<file path="config.mk">
export PLATFORM = sky130hd
export DESIGN_NAME = delaychain_seq
export DESIGN_NICKNAME = d
export VERILOG_FILES = /design/src/rtl/delaychain_pkg.sv /design/src/rtl/dc_sync.sv /design/src/rtl/delaychain_seq.sv
export SDC_FILE = /design/constraint.sdc
export NUM_CORES = 1
export LEC_CHECK = 0
export CORE_MARGIN = 2
export CORE_UTILIZATION = 45
export DETAILED_ROUTE_END_ITERATION = 12
export PLACE_DENSITY = 0.75
export SYNTH_ARGS = -nofsm -noshare
export SYNTH_HDL_FRONTEND = slang
export SYNTH_SLANG_ARGS = --single-unit
</file>
<file path="constraint.sdc">
create_clock -name clk -period 5 [get_ports clk]
set_input_delay 1 -clock clk [delete_from_list [all_inputs] [get_ports clk]]
set_output_delay 1 -clock clk [all_outputs]
set_load 0.01 [all_outputs]
</file>
<file path="src/rtl/delaychain_pkg.sv">
// Shared types and default widths for the delay-chain measurement sequencer.
package delaychain_pkg;

    // Default widths and timing shared by the sequencer, the chain top and the bench
    localparam int DC_CNT_W      = 16;
    localparam int DC_RUN_W      = 8;
    localparam int DC_ACC_W      = 24;
    localparam int DC_SETTLE_CYC = 64;
    localparam int DC_SYNC_N     = 2;

    // Sequencer states, in the order a normal measurement walks through them
    typedef enum logic [2:0] {
        IDLE   = 3'd0,
        SETTLE = 3'd1,
        LAUNCH = 3'd2,
        WAIT   = 3'd3,
        RECORD = 3'd4,
        DONE   = 3'd5
    } seq_state_t;

    // True for the states in which the chain must be held in test mode
    function automatic logic chain_active(input seq_state_t s);
        return (s == SETTLE) || (s == LAUNCH) || (s == WAIT) || (s == RECORD);
    endfunction

endpackage

</file>
<file path="src/rtl/dc_sync.sv">
// Multi-flop synchronizer for the asynchronous chain output.
module dc_sync
#(
    parameter int SYNC_N = 2
)
(
    input  logic clk,
    input  logic rst,
    input  logic d,
    output logic q
);

    logic [SYNC_N-1:0] stage_q;
    logic [SYNC_N-1:0] stage_d;

    // Each stage takes the previous one; stage 0 takes the raw input
    generate
        for (genvar gi = 0; gi < SYNC_N; gi++) begin : g_stage
            if (gi == 0) begin : g_first
                assign stage_d[gi] = d;
            end else begin : g_rest
                assign stage_d[gi] = stage_q[gi-1];
            end
        end
    endgenerate

    // Shift chain, cleared to 0 on reset
    always_ff @(posedge clk or posedge rst) begin
        if (rst) begin
            stage_q <= '0;
        end else begin
            stage_q <= stage_d;
        end
    end

    assign q = stage_q[SYNC_N-1];

endmodule

</file>
<file path="src/rtl/delaychain_seq.sv">
// Measurement sequencer for one delay chain: settles the chain, launches alternating
// edges on chain_din, counts clk cycles until each edge reaches chain_dout, and
// accumulates sum/min/max latency over a programmable number of runs.
module delaychain_seq
    import delaychain_pkg::*;
#(
    parameter int CNT_W      = DC_CNT_W,
    parameter int RUN_W      = DC_RUN_W,
    parameter int ACC_W      = DC_ACC_W,
    parameter int SETTLE_CYC = DC_SETTLE_CYC,
    parameter int SYNC_N     = DC_SYNC_N
)
(
    input  logic             clk,
    input  logic             rst,
    input  logic             start,
    input  logic             abort,
    input  logic [RUN_W-1:0] num_runs,
    input  logic [CNT_W-1:0] timeout,
    input  logic             chain_dout,
    output logic             chain_din,
    output logic             chain_test,
    output logic             busy,
    output logic             done,
    output logic             timeout_err,
    output logic [ACC_W-1:0] lat_sum,
    output logic [CNT_W-1:0] lat_min,
    output logic [CNT_W-1:0] lat_max
);

    // Settle counter must be able to hold SETTLE_CYC-1
    localparam int SET_W = (SETTLE_CYC > 1) ? $clog2(SETTLE_CYC + 1) : 1;

    // Synchronized chain output; its SYNC_N stages are part of the reported latency
    logic dout_sync;

    dc_sync #(
        .SYNC_N (SYNC_N)
    ) u_sync (
        .clk (clk),
        .rst (rst),
        .d   (chain_dout),
        .q   (dout_sync)
    );

    seq_state_t       state_q,       state_d;
    logic             pol_q,         pol_d;
    logic [RUN_W-1:0] run_cnt_q,     run_cnt_d;
    logic [RUN_W-1:0] runs_q,        runs_d;
    logic [CNT_W-1:0] tmo_q,         tmo_d;
    logic [SET_W-1:0] settle_cnt_q,  settle_cnt_d;
    logic [CNT_W-1:0] lat_cnt_q,     lat_cnt_d;
    logic             chain_din_q,   chain_din_d;
    logic             chain_test_q,  chain_test_d;
    logic             busy_q,        busy_d;
    logic             done_q,        done_d;
    logic             timeout_err_q, timeout_err_d;
    logic [ACC_W-1:0] lat_sum_q,     lat_sum_d;
    logic [CNT_W-1:0] lat_min_q,     lat_min_d;
    logic [CNT_W-1:0] lat_max_q,     lat_max_d;

    // One extra bit on the accumulator add exposes the carry used for saturation
    logic [ACC_W:0]   sum_ext;
    logic [RUN_W-1:0] run_next;

    // Next-state, counter and result logic; outputs are derived from the next state so
    // they are registered alongside it
    always_comb begin
        state_d       = state_q;
        pol_d         = pol_q;
        run_cnt_d     = run_cnt_q;
        runs_d        = runs_q;
        tmo_d         = tmo_q;
        settle_cnt_d  = settle_cnt_q;
        lat_cnt_d     = lat_cnt_q;
        timeout_err_d = timeout_err_q;
        lat_sum_d     = lat_sum_q;
        lat_min_d     = lat_min_q;
        lat_max_d     = lat_max_q;
        sum_ext       = {1'b0, lat_sum_q} + {{(ACC_W + 1 - CNT_W){1'b0}}, lat_cnt_q};
        run_next      = run_cnt_q + RUN_W'(1);

        case (state_q)
            IDLE: begin
                if (start) begin
                    // Fresh sequence: results back to their reset values, first edge 0->1
                    timeout_err_d = 1'b0;
                    lat_sum_d     = '0;
                    lat_min_d     = '1;
                    lat_max_d     = '0;
                    runs_d        = num_runs;
                    tmo_d         = timeout;
                    pol_d         = 1'b0;
                    run_cnt_d     = '0;
                    settle_cnt_d  = '0;
                    lat_cnt_d     = '0;
                    state_d       = (num_runs == '0) ? DONE : SETTLE;
                end
            end

            SETTLE: begin
                // Need SETTLE_CYC consecutive cycles with the chain output at the
                // current level; any disagreement restarts the count
                if (dout_sync != pol_q) begin
                    settle_cnt_d = '0;
                end else if (settle_cnt_q == SET_W'(SETTLE_CYC - 1)) begin
                    state_d = LAUNCH;
                end else begin
                    settle_cnt_d = settle_cnt_q + SET_W'(1);
                end
            end

            LAUNCH: begin
                pol_d     = ~pol_q;
                lat_cnt_d = '0;
                state_d   = WAIT;
            end

            WAIT: begin
                // Arrival takes priority over timeout on the same cycle
                if (dout_sync == chain_din_q) begin
                    state_d = RECORD;
                end else if (lat_cnt_q == tmo_q) begin
                    timeout_err_d = 1'b1;
                    state_d       = DONE;
                end else begin
                    lat_cnt_d = lat_cnt_q + CNT_W'(1);
                end
            end

            RECORD: begin
                lat_sum_d = sum_ext[ACC_W] ? '1 : sum_ext[ACC_W-1:0];
                if (lat_cnt_q < lat_min_q) begin
                    lat_min_d = lat_cnt_q;
                end
                if (lat_cnt_q > lat_max_q) begin
                    lat_max_d = lat_cnt_q;
                end
                run_cnt_d    = run_next;
                settle_cnt_d = '0;
                state_d      = (run_next == runs_q) ? DONE : SETTLE;
            end

            DONE: begin
                state_d = IDLE;
            end

            default: begin
                state_d = IDLE;
            end
        endcase

        // Abort overrides any transition; partially accumulated results are kept
        if (abort && (state_q != IDLE)) begin
            state_d = IDLE;
        end

        busy_d       = (state_d != IDLE);
        done_d       = (state_d == DONE);
        chain_test_d = chain_active(state_d);
        chain_din_d  = chain_test_d & pol_d;
    end

    // Sequencer state, counters and registered outputs
    always_ff @(posedge clk or posedge rst) begin
        if (rst) begin
            state_q       <= IDLE;
            pol_q         <= 1'b0;
            run_cnt_q     <= '0;
            runs_q        <= '0;
            tmo_q         <= '0;
            settle_cnt_q  <= '0;
            lat_cnt_q     <= '0;
            chain_din_q   <= 1'b0;
            chain_test_q  <= 1'b0;
            busy_q        <= 1'b0;
            done_q        <= 1'b0;
            timeout_err_q <= 1'b0;
            lat_sum_q     <= '0;
            lat_min_q     <= '1;
            lat_max_q     <= '0;
        end else begin
            state_q       <= state_d;
            pol_q         <= pol_d;
            run_cnt_q     <= run_cnt_d;
            runs_q        <= runs_d;
            tmo_q         <= tmo_d;
            settle_cnt_q  <= settle_cnt_d;
            lat_cnt_q     <= lat_cnt_d;
            chain_din_q   <= chain_din_d;
            chain_test_q  <= chain_test_d;
            busy_q        <= busy_d;
            done_q        <= done_d;
            timeout_err_q <= timeout_err_d;
            lat_sum_q     <= lat_sum_d;
            lat_min_q     <= lat_min_d;
            lat_max_q     <= lat_max_d;
        end
    end

    assign chain_din   = chain_din_q;
    assign chain_test  = chain_test_q;
    assign busy        = busy_q;
    assign done        = done_q;
    assign timeout_err = timeout_err_q;
    assign lat_sum     = lat_sum_q;
    assign lat_min     = lat_min_q;
    assign lat_max     = lat_max_q;

endmodule

</file>
**Word level (Yosys, flattened, before mapping)**

Index checks and enable logic that the tools add are counted.

- Add/sub/neg operators: 4
- Order comparisons: 2
- Equal/unequal tests: 21
- Muxes and demuxes: 33
- Bitwise operators: 2
- Reduce and logical (&&, ||, !) cells: 19

Operators with widths:

| cell | number |
|---|---|
| $mux W16 | 6 |
| $pmux W16 S2 | 2 |
| $mux W24 | 2 |
| $pmux W16 S3 | 1 |
| $pmux W24 S2 | 1 |
| $add A24 B16 Y25 | 1 |
| $mux W3 | 8 |
| $mux W7 | 3 |
| $pmux W7 S3 | 1 |
| $add A16 B1 Y16 const B | 1 |
| $eq A16 B16 Y1 | 1 |
| $gt A16 B16 Y1 | 1 |
| $lt A16 B16 Y1 | 1 |
| $pmux W8 S2 | 1 |
| $pmux W3 S5 | 1 |
| $eq A3 B2 Y1 const B | 4 |
| $ne A2 B2 Y1 const B | 6 |
| $reduce_bool A3 Y1 | 4 |
| $eq A3 B3 Y1 const B | 3 |
| $reduce_and A3 Y1 | 3 |
| $add A8 B1 Y8 const B | 1 |
| $eq A8 B8 Y1 | 1 |
| $logic_not A8 Y1 | 1 |
| $mux W8 | 1 |
| 16 further kinds | 26 |

- Register bits after elaboration: 122
- Output and inout bits: 61
- Word-level logic and storage cells: 97

**Depth between registers and ports, before layout**

Gate-level depths: netlist of the first run.

- Depth in word-level cells: 10
- Gate-level depth with buffers: 10
- Depth with buffers taken out: 9

**Hierarchy**

Synthesis of the first run repeated with hierarchy kept, for this count alone.

- Cells, all modules: 797
- Area total of the unflattened synthesis: 7523.5 um2

By module, submodules not included:

| module | times used | cells each | area an instance (um2) | sequential area each (um2) |
|---|---|---|---|---|
| delaychain_seq | 1 | 794 | 7469.7 | 3022.9 |
| dc_sync | 1 | 3 | 53.8 | 50.0 |

**Worst setup path before layout of the first run**

OpenSTA, ideal clock, no wires.

- Path kind: register to register
- From: register lat_min_q[13] (netlist: lat_min[13])
- To: register lat_min_q[1] (netlist: lat_min[1])
- Arrival time: 2.313 ns
- Data required time: 4.903 ns
- Slack: 2.591 ns
- Stages on the path, launching flop included: 11
- Cell sequence: dfstp_2 inv_1 ha_1 a21o_1 a21o_1 a211o_1 or2_1 buf_2 buf_6 a211oi_2 a211oi_1

- Word-level cells in the longest chain between the ends: 3

RTL lines:

| element | RTL line | text |
|---|---|---|
| start, declared | delaychain_seq.sv:59 | `logic [CNT_W-1:0] lat_min_q, lat_min_d;` |
| start signal, assigned | delaychain_seq.sv:196 | `lat_min_q <= lat_min_d;` |
| $lt A16 B16 Y1 | delaychain_seq.sv:133 | `if (lat_cnt_q < lat_min_q) begin` |
| $ne A2 B2 Y1 (no source line) | - |  |
| $reduce_and A3 Y1 (no source line) | - |  |

Every way passes these cells.
A chain may end at the register's enable or synchronous reset.

**Worst setup path after layout of the first run**

- From: register lat_cnt_q[13]
- To: register lat_min_q[14] (netlist: lat_min[14])

- Word-level cells in the longest chain between the ends: 3

RTL lines:

| element | RTL line | text |
|---|---|---|
| start, declared | delaychain_seq.sv:52 | `logic [CNT_W-1:0] lat_cnt_q, lat_cnt_d;` |
| start signal, assigned | delaychain_seq.sv:189 | `lat_cnt_q <= lat_cnt_d;` |
| $lt A16 B16 Y1 | delaychain_seq.sv:133 |  |
| $ne A2 B2 Y1 (no source line) | - |  |
| $reduce_and A3 Y1 (no source line) | - |  |

Every way passes these cells.

==> metrics, run 1 <==
largest net degree at the start of global routing=67; slew margin rel.=between 30 and 40%; PwrDens=approximately 280 nW/um^2; r2r startpoint=lat_cnt_q[13]; Nets=~1000; Critical Path Source=lat_cnt_q[13]; highest ir drop seen on vdd=0.2416 mV; Crit path largest cell delay=0.88 ns; Slew @ Worst Pin=1.013 ns; Die H=~140 um; first drt pass iteration count=5; Crit-path slowest cell=nand2b_1; Synth warnings=0; Row Count=47; Post-CTS Setup Inserts=0; Hold Startpoint=u_sync.stage_q[0]; clock buffer depth=2; leakage=around 4.4 nW; unrepaired setup endpoints after global routing=no; outcome=completed; DPL Wire Length=roughly 14 mm; min Tclk post-route=3.076 ns; CP cell instances=ha_1, nand4_1, nand2b_1, o22ai_1, a211oi_1; largest cells by area after synthesis=dfrtp_1, ha_1, nand2_1; CP startpoint kind=flip-flop; diode count=0; leading area contributor after synthesis=dfrtp_1; Hold Path Class=reg2reg; Area Growth Syn to Fin=21.71%; Register Area=3073 um^2; critical path required time=roughly 5.3 ns; pins over their slew limit=0; # setup viols final=0; routed length per instance=17.47 um; global-route wire length before repair=roughly 33 mm; top post-synthesis cells by count=nand2_1, dfrtp_1, inv_1; Die Width=approximately 140 um; sequential element share of the synthesized area=about two fifths; worst setup margin=1.924 ns; Max-Cap Viols=0; initial antenna violation count=0; CTS Sinks=~120; type of the worst setup path=reg2reg; count leader, synth=nand2_1; fillcell total=1479; DR vias/cell=5.773; fmax=between 300 and 400 MHz; Clock Skews=around 0.0073 ns; Post-Synthesis Cells=between 800 and 900; Post-synth EDFFs=0; area share of the largest cell type after synthesis=about a third; Clock Latency Late Sink=between 0.4 and 0.5 ns; syn_nets=between 900 and 1000; Tcrit/Tclk final=61.52%; layout cells sized above 1=9.514%; vias=6731; clock slew at the register clock pins of the worst setup and hold paths=about 0.060 ns; mapped cell area=roughly 7700 um^2; endpoints failing hold=0; final wirelength=roughly 20 mm; starting density of the core=about 46%; I/O pin count=90; Die ar.=approximately 18000 um^2; Post-synth ARST share=100.0%; H-tree levels=4; Place WS=approximately 1.9 ns; Post-route DRC=0; Setup crit end kind=flip-flop; hold buffers post-CTS=0; CTS tree=done; multi-input logic area=4268 um^2; CTS Buf Count=17; Post-Route Setup TNS=0 ns; Iter 0 DRT Violations=590; core area=16700 um^2; root buf cell=clkbuf_16; IO buf count=slightly below 90; top_reg_cell synth=dfrtp_1; CP Data Arrival Time=roughly 3.4 ns; Remaining Overflow, GRT=0; number of global-route vias before repair=6410; Distinct cells, synth=66; RD Place Congestion=0.8413; remaining antenna violation count after routing=0; Crit Path Max Fanout=18; total track usage=22.79%; Syn Area/Cell=8.949 um^2; post_cts resized=0; Seq cells post-synth=about 120
-- cell type report --
cell class              count  area share, %
clock buffers              21          5.094
clock inverters            11          1.499
inverters                  55          2.215
multi-input cells         637          45.24
flip-flops and latches    122          32.58
well taps                 220          2.918
repair buffers            100          10.45
-- worst max-delay path, delay by kind of cell, from the launching register on --
kind / cells / cell delay (ns)
AOI/OAI and AO/OA: 2 / 0.42
DFF: 1 / 0.58
and+or+nand+nor: 2 / 1.56
adders and majority gates: 1 / 0.40
-- where the power goes --
group | total [W] | leakage, nW | switching, W | internal [W]
registers | 0.00109 | 1.60 | 0.0000448 | 0.00105
clock network | 0.00129 | 0.301 | 0.000460 | 0.000834
logic | 0.000259 | 2.50 | 0.000148 | 0.000111
-- sequential cells by signal, indices dropped and copies added (netlist names) --
register	count
lat_sum	24
lat_cnt_q	16
lat_max	16
lat_min	16
tmo_q	16
run_cnt_q	8
runs_q	8
settle_cnt_q	7
state_q	3
u_sync.stage_q	2
busy	1
chain_din	1
chain_test	1
done	1
pol_q	1
timeout_err	1
-- cell usage in the layout (no fill, tap or decap), types with 5 or more instances in the layout --
master and n:
a211o_1 5, a211oi_1 26, a211oi_2 10, a21boi_0 5
a21o_1 14, a21oi_1 44, a31oi_1 23, and2_1 5
and3_1 9, buf_4 10, clkbuf_16 17, clkdlybuf4s50_1 89
dfrtp_1 106, dfstp_2 16, ha_1 50, inv_1 54
mux2_2 8, mux2i_1 17, nand2_1 123, nand2b_1 5
nand3_1 16, nand4_1 16, nor2_1 48, nor2b_1 7
nor3_1 23, nor4_1 10, nor4b_1 5, o21ai_0 39
o22ai_1 20, xnor2_1 37, xor2_1 11
-- path summary, 6_finish.rpt --
path | to | slack (ns) | cells after the start
min in group asynchronous | tmo_q[2] | 1.06 | 2
max in group asynchronous | lat_sum[10] | 3.12 | 3
worst min-delay path | u_sync.stage_q[1] | 0.35 | 0
worst max register to register | lat_min[14] | 1.92 | 5
worst min register to register | u_sync.stage_q[1] | 0.35 | 0
worst max-delay path | lat_min[14] | 1.92 | 5
-- kinds of logic after synthesis --
family	after synthesis	share of synthesized area (%)
AND/OR/NAND/NOR	289	17.63
AO/OA/AOI/OAI	224	20.02
flip-flops	122	39.65
buffers and inverters	107	5.586
adder cells (fa/ha/maj)	51	8.331
XOR/XNOR	48	5.425
multiplexers	25	3.358
-- routing by layer --
layer	routed length, um	GRT usage (%)
met1	9097	31.58
met3	1329	4.377
met4	440	8.102
met5	0	0
met2	9504	35.82
-- per-stage QoR --
stage          instances  hold slack (ns)  total power, W  area (um^2)  util (%)
2_1_floorplan        866           0.3312        0.001279         7750         -
6_report            1166           0.3506        0.002645         9433     56.48
3_3_place_gp        1134           0.3329        0.001360         8811     52.76
4_1_cts             1166           0.3489        0.002663         9433     56.48
3_5_place_dp        1134           0.3358        0.001367         8811     52.76
5_1_grt             1166           0.3658        0.002746         9433     56.48
No activity file was read; power rests on OpenSTA's default activity.
==> inputs of run 2 (changes only) <==
Settings changed: PLACE_DENSITY 0.75 to 0.78.
Clock period 5 ns to 2.5 ns, I/O delays scaled along.
==> metrics, run 2 (synthesized netlist as in run 1, its figures left out) <==
layout cells sized above 1=15.72%; max FFs per register=24; # setup viols final=0; initial antenna violation count=0; leakage=~4.7 nW; pins over their slew limit=0; CTS Buf Count=17; largest net degree at the start of global routing=58; CTS Sinks=between 100 and 150; Cells after DPL=1190; Row Count=47; DR vias/cell=roughly 5.9; routed length per instance=about 18 um; root buf cell=clkbuf_16; Remaining Overflow, GRT=0; Area Growth Syn to Fin=28.09%; PwrDens=534.3 nW/um^2; most common cell after layout, fill and taps aside=nand2_1; WHS=~0.35 ns; hold buffers post-CTS=0; clock slew at the register clock pins of the worst setup and hold paths=approximately 0.06 ns; Finished Layout Cells=approximately 1200; IO buf count=a little under 90; first drt pass iteration count=7; Clock Latency Late Sink=roughly 0.43 ns; highest ir drop seen on vdd=roughly 0.53 mV; Setup crit end kind=flip-flop; Clock Skews=between 0.007 and 0.008 ns; Iter 0 DRT Violations=614; starting density of the core=approximately 46%; CP Data Arrival Time=roughly 2.7 ns; number of global-route vias before repair=just under 7000; Slew @ Worst Pin=0.7124 ns; final wirelength=21.84 mm; core area=around 17000 um^2; CP startpoint kind=flip-flop; Die Width=between 100 and 150 um; vias=roughly 7000; clock buffer depth=2; multi-input logic area=approximately 4300 um^2; Max-Cap Viols=0; Post-route DRC=0; Tcrit/Tclk final=about 97%; global-route wire length before repair=approximately 36 mm; endpoints failing hold=0; post-layout total power=approximately 0.0053 W; min Tclk post-route=~2.4 ns; CTS tree=done; fillcell total=about 1400; Crit Path Max Fanout=7; DPL Wire Length=15.46 mm; Die ar.=about 18000 um^2; H-tree levels=4; type of the worst setup path=reg2reg; total track usage=about 25%; unrepaired setup endpoints after global routing=yes; remaining antenna violation count after routing=0; outcome=completed; Hold Path Class=reg2reg; Register Area=between 3000 and 4000 um^2; fmax=between 400 and 500 MHz; diode count=0; slew margin rel.=52.51%; I/O pin count=90; Die H=approximately 140 um; commonest non-fill, non-tap cells in the layout=nand2_1, dfrtp_1, clkdlybuf4s50_1; RD Place Congestion=about 0.9; critical path required time=around 2.8 ns; Nets=~1100
[run 2: changes by cell type in the layout (fill, tap and decap cells not counted), sizes merged]
cell	previous run	this run
clkinvlp	3	6
clkinv	4	2
inv	56	54
clkbuf	21	22
buf	11	70
[run 2: critical path: stages (launching register included)]
cell      delay (ns)
dfrtp_2         0.49
ha_1            0.35
nand3_1         0.16
o22ai_1         0.13
o31ai_1         0.22
a21boi_0        0.18
o31ai_4         0.27
buf_4           0.19
mux2_2          0.33
[run 2: worst paths after layout]
| check | from | end | slack, ns | cells after the start |
|---|---|---|---|---|
| worst max-delay path | lat_cnt_q[3] | lat_max[7] | 0.07 | 8 |
| worst min-delay path | u_sync.stage_q[0] | u_sync.stage_q[1] | 0.35 | 0 |
| worst max register to register | lat_cnt_q[3] | lat_max[7] | 0.07 | 8 |
| worst min register to register | u_sync.stage_q[0] | u_sync.stage_q[1] | 0.35 | 0 |
| max in group asynchronous | rst | u_sync.stage_q[1] | 1.50 | 3 |
| min in group asynchronous | rst | lat_max[12] | 0.56 | 3 |
[run 2: metrics by stage]
stage / TNS [ns] / instance area (um^2) / util (%) / setup WS, ns
6_report: 0 / 9927 / 59.44 / 0.06804
3_3_place_gp: 0 / 9245 / 55.36 / 0.09467
5_1_grt: -0.06735 / 9927 / 59.44 / -0.03794
4_1_cts: 0 / 9862 / 59.05 / 0.03333
2_1_floorplan: 0 / 7754 / - / 0.09053
3_5_place_dp: 0 / 9245 / 55.36 / 0.02929
[run 2: layout make-up]
type / count / share of cell area [%]
inverters: 55 / 2.117
repair buffers: 159 / 14.56
well taps: 220 / 2.773
clock inverters: 10 / 1.424
multi-input cells: 637 / 43.37
clock buffers: 22 / 4.777
flip-flops and latches: 122 / 30.98
[run 2: report_power, final]
part / internal (W) / total [W] / switching [W]
sequential: 0.00209 / 0.00217 / 0.0000806
combinational: 0.000253 / 0.000567 / 0.000314
clock: 0.00164 / 0.00256 / 0.000919
[run 2: repair_timing]
item,CTS,global route
endpoints found under the setup margin,1,50
gates resized for setup,1,13
pin swaps,0,7
setup buffers,0,3
[run 2: metal layers]
layer / vias to the layer above / global-route usage, % / wire length [um]
li1: 3385 / - / -
met1: 3439 / 32.97 / 9065
met2: 316 / 39.48 / 10500
met3: 59 / 4.489 / 1547
met4: 0 / 10.76 / 724
met5: - / 0 / 0
